### config.mk
export PLATFORM = sky130hd
export DESIGN_NAME = keypad_matrix_scanner
export DESIGN_NICKNAME = d
export VERILOG_FILES = /design/src/rtl/keypad_matrix_scanner.sv
export SDC_FILE = /design/constraint.sdc
export NUM_CORES = 1
export LEC_CHECK = 0
export BUFFER_PORTS_ARGS = -buffer_cell sky130_fd_sc_hd__buf_2
export CORE_MARGIN = 8
export CORE_UTILIZATION = 50
export DETAILED_ROUTE_END_ITERATION = 7
export GPL_ROUTABILITY_DRIVEN = 0
export PLACE_DENSITY = 0.78
export SKIP_CTS_REPAIR_TIMING = 1
export SYNTH_ARGS = -nofsm -noshare
export SYNTH_HDL_FRONTEND = slang
export SYNTH_SLANG_ARGS = --single-unit
### constraint.sdc
create_clock -name clk -period 3 [get_ports clk]
set_input_delay 0.6 -clock clk [delete_from_list [all_inputs] [get_ports clk]]
set_output_delay 0.6 -clock clk [all_outputs]
set_load 0.1 [all_outputs]
### src/rtl/keypad_matrix_scanner.sv
// keypad_matrix_scanner: scans a 4x4 active-low membrane keypad one row at a
// time, debounces press and release on scan ticks, and presents the held key
// as a one-hot code plus a binary key index and a one-cycle accept pulse.

module keypad_matrix_scanner #(
    parameter int SCAN_DIV       = 50000,
    parameter int DEBOUNCE_TICKS = 4
) (
    input  logic        clk,
    input  logic        rst_n,
    input  logic [3:0]  col_in,
    output logic [3:0]  row_out,
    output logic [15:0] onehot,
    output logic [3:0]  key_code,
    output logic        key_valid
);

    localparam int DIV_W = (SCAN_DIV > 1) ? $clog2(SCAN_DIV) : 1;
    localparam int DEB_W = $clog2(DEBOUNCE_TICKS + 1);

    localparam logic [DIV_W-1:0] DIV_LAST = DIV_W'(SCAN_DIV - 1);
    localparam logic [DEB_W-1:0] DEB_DONE = DEB_W'(DEBOUNCE_TICKS);
    localparam logic [DEB_W-1:0] DEB_ONE  = DEB_W'(1);

    typedef enum logic [1:0] {
        SCAN,
        DEBOUNCE,
        PRESSED,
        RELEASE
    } state_t;

    state_t           state;
    state_t           state_next;
    logic [3:0]       col_m;
    logic [3:0]       col_s;
    logic [DIV_W-1:0] div_cnt;
    logic             tick;
    logic [1:0]       row_idx;
    logic [1:0]       row_next;
    logic [1:0]       col_idx;
    logic [1:0]       col_next;
    logic [DEB_W-1:0] deb_cnt;
    logic [DEB_W-1:0] deb_next;
    logic [DEB_W-1:0] deb_inc;
    logic             single_press;
    logic [1:0]       press_col;
    logic [3:0]       latched_pattern;
    logic             latched_high;
    logic [15:0]      onehot_next;
    logic [3:0]       key_code_next;
    logic             key_valid_next;

    // Two-flop synchronizer on the asynchronous column pins
    always_ff @(posedge clk or negedge rst_n) begin
        if (!rst_n) begin
            col_m <= 4'b1111;
            col_s <= 4'b1111;
        end else begin
            col_m <= col_in;
            col_s <= col_m;
        end
    end

    // Scan-rate divider; tick marks the last count of each period
    always_ff @(posedge clk or negedge rst_n) begin
        if (!rst_n) begin
            div_cnt <= '0;
        end else if (div_cnt == DIV_LAST) begin
            div_cnt <= '0;
        end else begin
            div_cnt <= div_cnt + DIV_W'(1);
        end
    end

    assign tick            = (div_cnt == DIV_LAST);
    assign deb_inc         = deb_cnt + DEB_ONE;
    assign latched_pattern = ~(4'b0001 << col_idx);
    assign latched_high    = col_s[col_idx];

    // Classify the sampled columns: exactly one low bit is a valid press
    always_comb begin
        single_press = 1'b0;
        press_col    = 2'd0;
        case (col_s)
            4'b1110: begin single_press = 1'b1; press_col = 2'd0; end
            4'b1101: begin single_press = 1'b1; press_col = 2'd1; end
            4'b1011: begin single_press = 1'b1; press_col = 2'd2; end
            4'b0111: begin single_press = 1'b1; press_col = 2'd3; end
            default: begin single_press = 1'b0; press_col = 2'd0; end
        endcase
    end

    // State register with the row, column and debounce bookkeeping
    always_ff @(posedge clk or negedge rst_n) begin
        if (!rst_n) begin
            state   <= SCAN;
            row_idx <= 2'd0;
            col_idx <= 2'd0;
            deb_cnt <= '0;
            row_out <= 4'b1110;
        end else begin
            state   <= state_next;
            row_idx <= row_next;
            col_idx <= col_next;
            deb_cnt <= deb_next;
            row_out <= ~(4'b0001 << row_next);
        end
    end

    // Next-state decisions, evaluated only on scan ticks
    always_comb begin
        state_next = state;
        row_next   = row_idx;
        col_next   = col_idx;
        deb_next   = deb_cnt;
        if (tick) begin
            case (state)
                SCAN: begin
                    if (single_press) begin
                        col_next   = press_col;
                        deb_next   = DEB_ONE;
                        state_next = DEBOUNCE;
                    end else begin
                        row_next = row_idx + 2'd1;
                    end
                end
                DEBOUNCE: begin
                    if (col_s == latched_pattern) begin
                        deb_next = deb_inc;
                        if (deb_inc == DEB_DONE) begin
                            state_next = PRESSED;
                        end
                    end else begin
                        state_next = SCAN;
                        row_next   = row_idx + 2'd1;
                        deb_next   = '0;
                    end
                end
                PRESSED: begin
                    if (latched_high) begin
                        state_next = RELEASE;
                        deb_next   = DEB_ONE;
                    end
                end
                RELEASE: begin
                    if (latched_high) begin
                        deb_next = deb_inc;
                        if (deb_inc == DEB_DONE) begin
                            state_next = SCAN;
                            row_next   = row_idx + 2'd1;
                            deb_next   = '0;
                        end
                    end else begin
                        state_next = PRESSED;
                        deb_next   = '0;
                    end
                end
                default: begin
                    state_next = SCAN;
                    deb_next   = '0;
                end
            endcase
        end
    end

    // Output decode: load the key on acceptance, clear onehot on full release
    always_comb begin
        onehot_next    = onehot;
        key_code_next  = key_code;
        key_valid_next = 1'b0;
        if (state == DEBOUNCE && state_next == PRESSED) begin
            onehot_next    = 16'h0001 << {row_idx, col_idx};
            key_code_next  = {row_idx, col_idx};
            key_valid_next = 1'b1;
        end else if (state == RELEASE && state_next == SCAN) begin
            onehot_next = '0;
        end
    end

    // Registered outputs
    always_ff @(posedge clk or negedge rst_n) begin
        if (!rst_n) begin
            onehot    <= '0;
            key_code  <= '0;
            key_valid <= 1'b0;
        end else begin
            onehot    <= onehot_next;
            key_code  <= key_code_next;
            key_valid <= key_valid_next;
        end
    end

endmodule

==> results.tsv <==
stage	metric	value	unit
status	status	complete, no violations	
worst_setup_path	critical path class	reg2reg	
placed_design	Post-DP HPWL	3620	um
worst_setup_path	worst path bufs/invs	0	
floorplanning	IO Pins	31	
global_route	GRT overflow	0	
worst_setup_path	cell family with most CP delay	compound AO/OA/AOI/OAI gates	
pwr	Comb power frac	2.2	%
routing	post-route ant nets	0	
synth	ys async rst share	100	%
synth	Synth Instances	213	
pwr	Seq pwr share	49.6	%
worst_setup_path	slowest stage delay, CP	950	ps
finish	fin util	60.1	%
worst_setup_path	CP Launch Type	flip-flop	
timing	f_max	387	MHz
pwr	Power Internal	1.28	mW
timing	pin slew with the least headroom to its limit	1160	ps
worst_setup_path	CP max FO	16	
routing	initial DRC count	190	
pwr	post-layout power	1.61	mW
timing	Setup Skew	9.62	ps
clocking	Sink Count	58	
global_route	vias in the first global route	1804	
floorplanning	Core ar.	0.00507	mm2
placed_design	port bufs	30	
worst_setup_path	CP required	3260	ps
timing	Final Critical Period	2590	ps
clocking	clk_lat worst skew	340	ps
global_route	first-pass GRT wire length	8920	um
finish	diode count	0	
pwr	Clock power frac	48.2	%
finish	Final nets	256	
floorplanning	Die X	88.4	um
finish	Fillers	408	
routing	detailed-route wire length	5150	um
routing	DR vias	1819	
global_route	largest net degree at the start of global routing	30	
clocking	clk root buf	clkbuf_8	
pwr	power density over the cells	528	mW/mm2
worst_setup_path	instance count on the critical path	5	
hold_path	Hold Crit Class	in2async	
timing	final worst setup slack	414	ps
routing	via/cell ratio	5.65	
timing	Tcrit/Tclk final	86.2	%
routing	Post-route DRC	0	
clocking	Worst-path clk slew	70	ps
worst_setup_path	Slowest-stage cell, CP	o211ai_1	
timing	Final setup viols	0	
timing	unrepaired setup endpoints after global routing	false	
synth	post-synthesis sequential area ratio	55.9	%
routing	Top Layer Used	met4	
finish	layout cells sized above 1	30.2	%
synth	Syn Std Cell Area	0.00262	mm2
routing	Routed wire per std cell	16.0	um
synth	Synth Register Bits	58	
worst_setup_path	worst path cell trace	and3b_1 -> o2111ai_1 -> nand2_1 -> o211ai_1 -> o2bb2ai_1	
synth	Mapped Avg Cell Area	12.3	um2
routing	WL met2	2430	um
floorplanning	initial core utilization	51.6	%
worst_setup_path	crit path DAT	2840	ps
timing	final slew viol count	0	
floorplanning	Die H	88.4	um
pwr	Net Switching	0.332	mW
global_route	initial antenna violation count	0	
synth	YS warnings	0	
timing	TNS Setup	0	ps
clocking	htree depth	3	
synth	Synth Flop Type	dfrtp_1	
timing	Min Hold Slack	169	ps
pwr	maximum vdd drop	0.402	mV
clocking	deepest clock path buffer count	2	
floorplanning	die area	0.00781	mm2
synth	Mapped Nets	222	
run	max cap viols	0	
floorplanning	Row Count	26	
routing	drt pass-1 iters	4	
worst_setup_path	Reg2Reg Depth	5	
pwr	static leakage	1.45	nW
routing	Met1 Routed Length	2360	um
clocking	CTS Buf Count	9	
global_route	Total Routing Usage GR	14.9	%
clocking	CTS tree	yes	
worst_setup_path	CP Capture Type	flip-flop	
timing	slew margin rel.	22.3	%
synth	Post-synth EDFFs	0	
pwr	switch share	20.6	%
routing	routed wl met3	267	um
timing	Final Hold Viols	0	
synth	post-synthesis cell type count	54	
placed_design	Place WS	467	ps
finish	P&R area growth vs syn	16.4	%
per-layer routing:
layer,vias up,global-route usage (%)
met5,-,0
met4,0,6.45
li1,850,-
met2,58,21.5
met3,7,4.46
met1,904,20.1
through the flow:
stage | area (um2) | instances
2_1_floorplan | 2620 | 213
3_3_place_gp | 2830 | 306
3_5_place_dp | 2830 | 306
4_1_cts | 3050 | 322
5_1_grt | 3050 | 322
6_report | 3050 | 322
cells in the final DEF, fill, tap and decap left out, drive strengths merged, types with 5 or more instances in the layout:
| master | n |
|---|---|
| mux2 | 8 |
| nor2 | 16 |
| nand2 | 10 |
| clkbuf | 13 |
| buf | 32 |
| and3 | 5 |
| xor2 | 14 |
| xnor2 | 5 |
| dfstp | 11 |
| o2bb2ai | 16 |
| dfrtp | 47 |
| nand3 | 11 |
cell families (layout without fill, tap and decap cells):
family | after synthesis | after routing | share of synthesized area, %
mux | 10 | 10 | 5.11
xor+xnor | 19 | 19 | 6.35
simple gates | 69 | 69 | 15.8
flops | 58 | 58 | 55.9
fa+ha+maj | 3 | 3 | 1.43
compound gates | 41 | 41 | 13.0
buf+inv | 13 | 52 | 2.39
cell type report:
class,instances,area [um2],share of cell area (%)
timing repair buffer,32,165,5.42
tap,70,87.6,2.87
multi-input combinational,142,1090,35.8
clock inverter,3,45.0,1.48
clock buffer,13,179,5.87
inverter,4,15.0,0.492
sequential,58,1470,48.1
power by group through the flow:
| stage | clock (mW) | combinational [mW] | sequential [mW] |
|---|---|---|---|
| floorplan | 0 | 0.0153 | 0.809 |
| global placement | 0 | 0.0348 | 0.811 |
| detailed placement | 0 | 0.0362 | 0.812 |
| CTS | 0.787 | 0.0363 | 0.798 |
| global route | 0.826 | 0.0411 | 0.799 |
| finish | 0.776 | 0.0349 | 0.798 |
cell usage after synthesis, types with 2 or more instances:
master / instances / area [um2]
a211oi_1: 2 / 15.0
nor2_1: 16 / 60.1
dfrtp_1: 47 / 1180
and3b_1: 2 / 17.5
mux2_4: 2 / 30.0
inv_1: 4 / 15.0
and4b_1: 2 / 20.0
nor3_1: 2 / 10.0
nand3_1: 10 / 50.1
o2bb2ai_1: 16 / 140
buf_2: 2 / 10.0
nand2_1: 10 / 37.5
xor2_1: 14 / 123
o21ai_0: 3 / 15.0
clkbuf_1: 4 / 15.0
a21o_1: 2 / 15.0
a31oi_1: 2 / 12.5
nor3b_1: 2 / 15.0
o2111ai_1: 2 / 17.5
a21oi_1: 3 / 15.0
and2_1: 3 / 18.8
nand2b_1: 3 / 18.8
dfstp_2: 11 / 289
and4_1: 3 / 26.3
xnor2_1: 5 / 43.8
and3_1: 5 / 31.3
mux2_2: 6 / 67.6
and4bb_2: 2 / 25.0
ha_1: 3 / 37.5
state kept, by name (all words and copies together) (netlist names), 3 cells and up:
| signal | cells |
|---|---|
| div_cnt | 16 |
| key_code | 4 |
| deb_cnt | 3 |
| col_s | 4 |
| col_m | 4 |
| row_out | 4 |
| onehot | 16 |
path summary, 6_finish.rpt:
check	from	end	slack (ps)
setup / recovery	col_s[1]	onehot[0]	410
hold / removal	rst_n	div_cnt[2]	170
setup reg to reg	col_s[1]	onehot[0]	410
hold reg to reg	col_m[2]	col_s[2]	350
max in group asynchronous	rst_n	col_m[0]	2110
min in group clk	col_m[2]	col_s[2]	350
worst reg2reg max path, stage by stage (launching register included):
cell	delay, ps
dfstp_2	580
and3b_1	180
o2111ai_1	430
nand2_1	180
o211ai_1	950
o2bb2ai_1	200
Power figures use the tool's default switching activity.
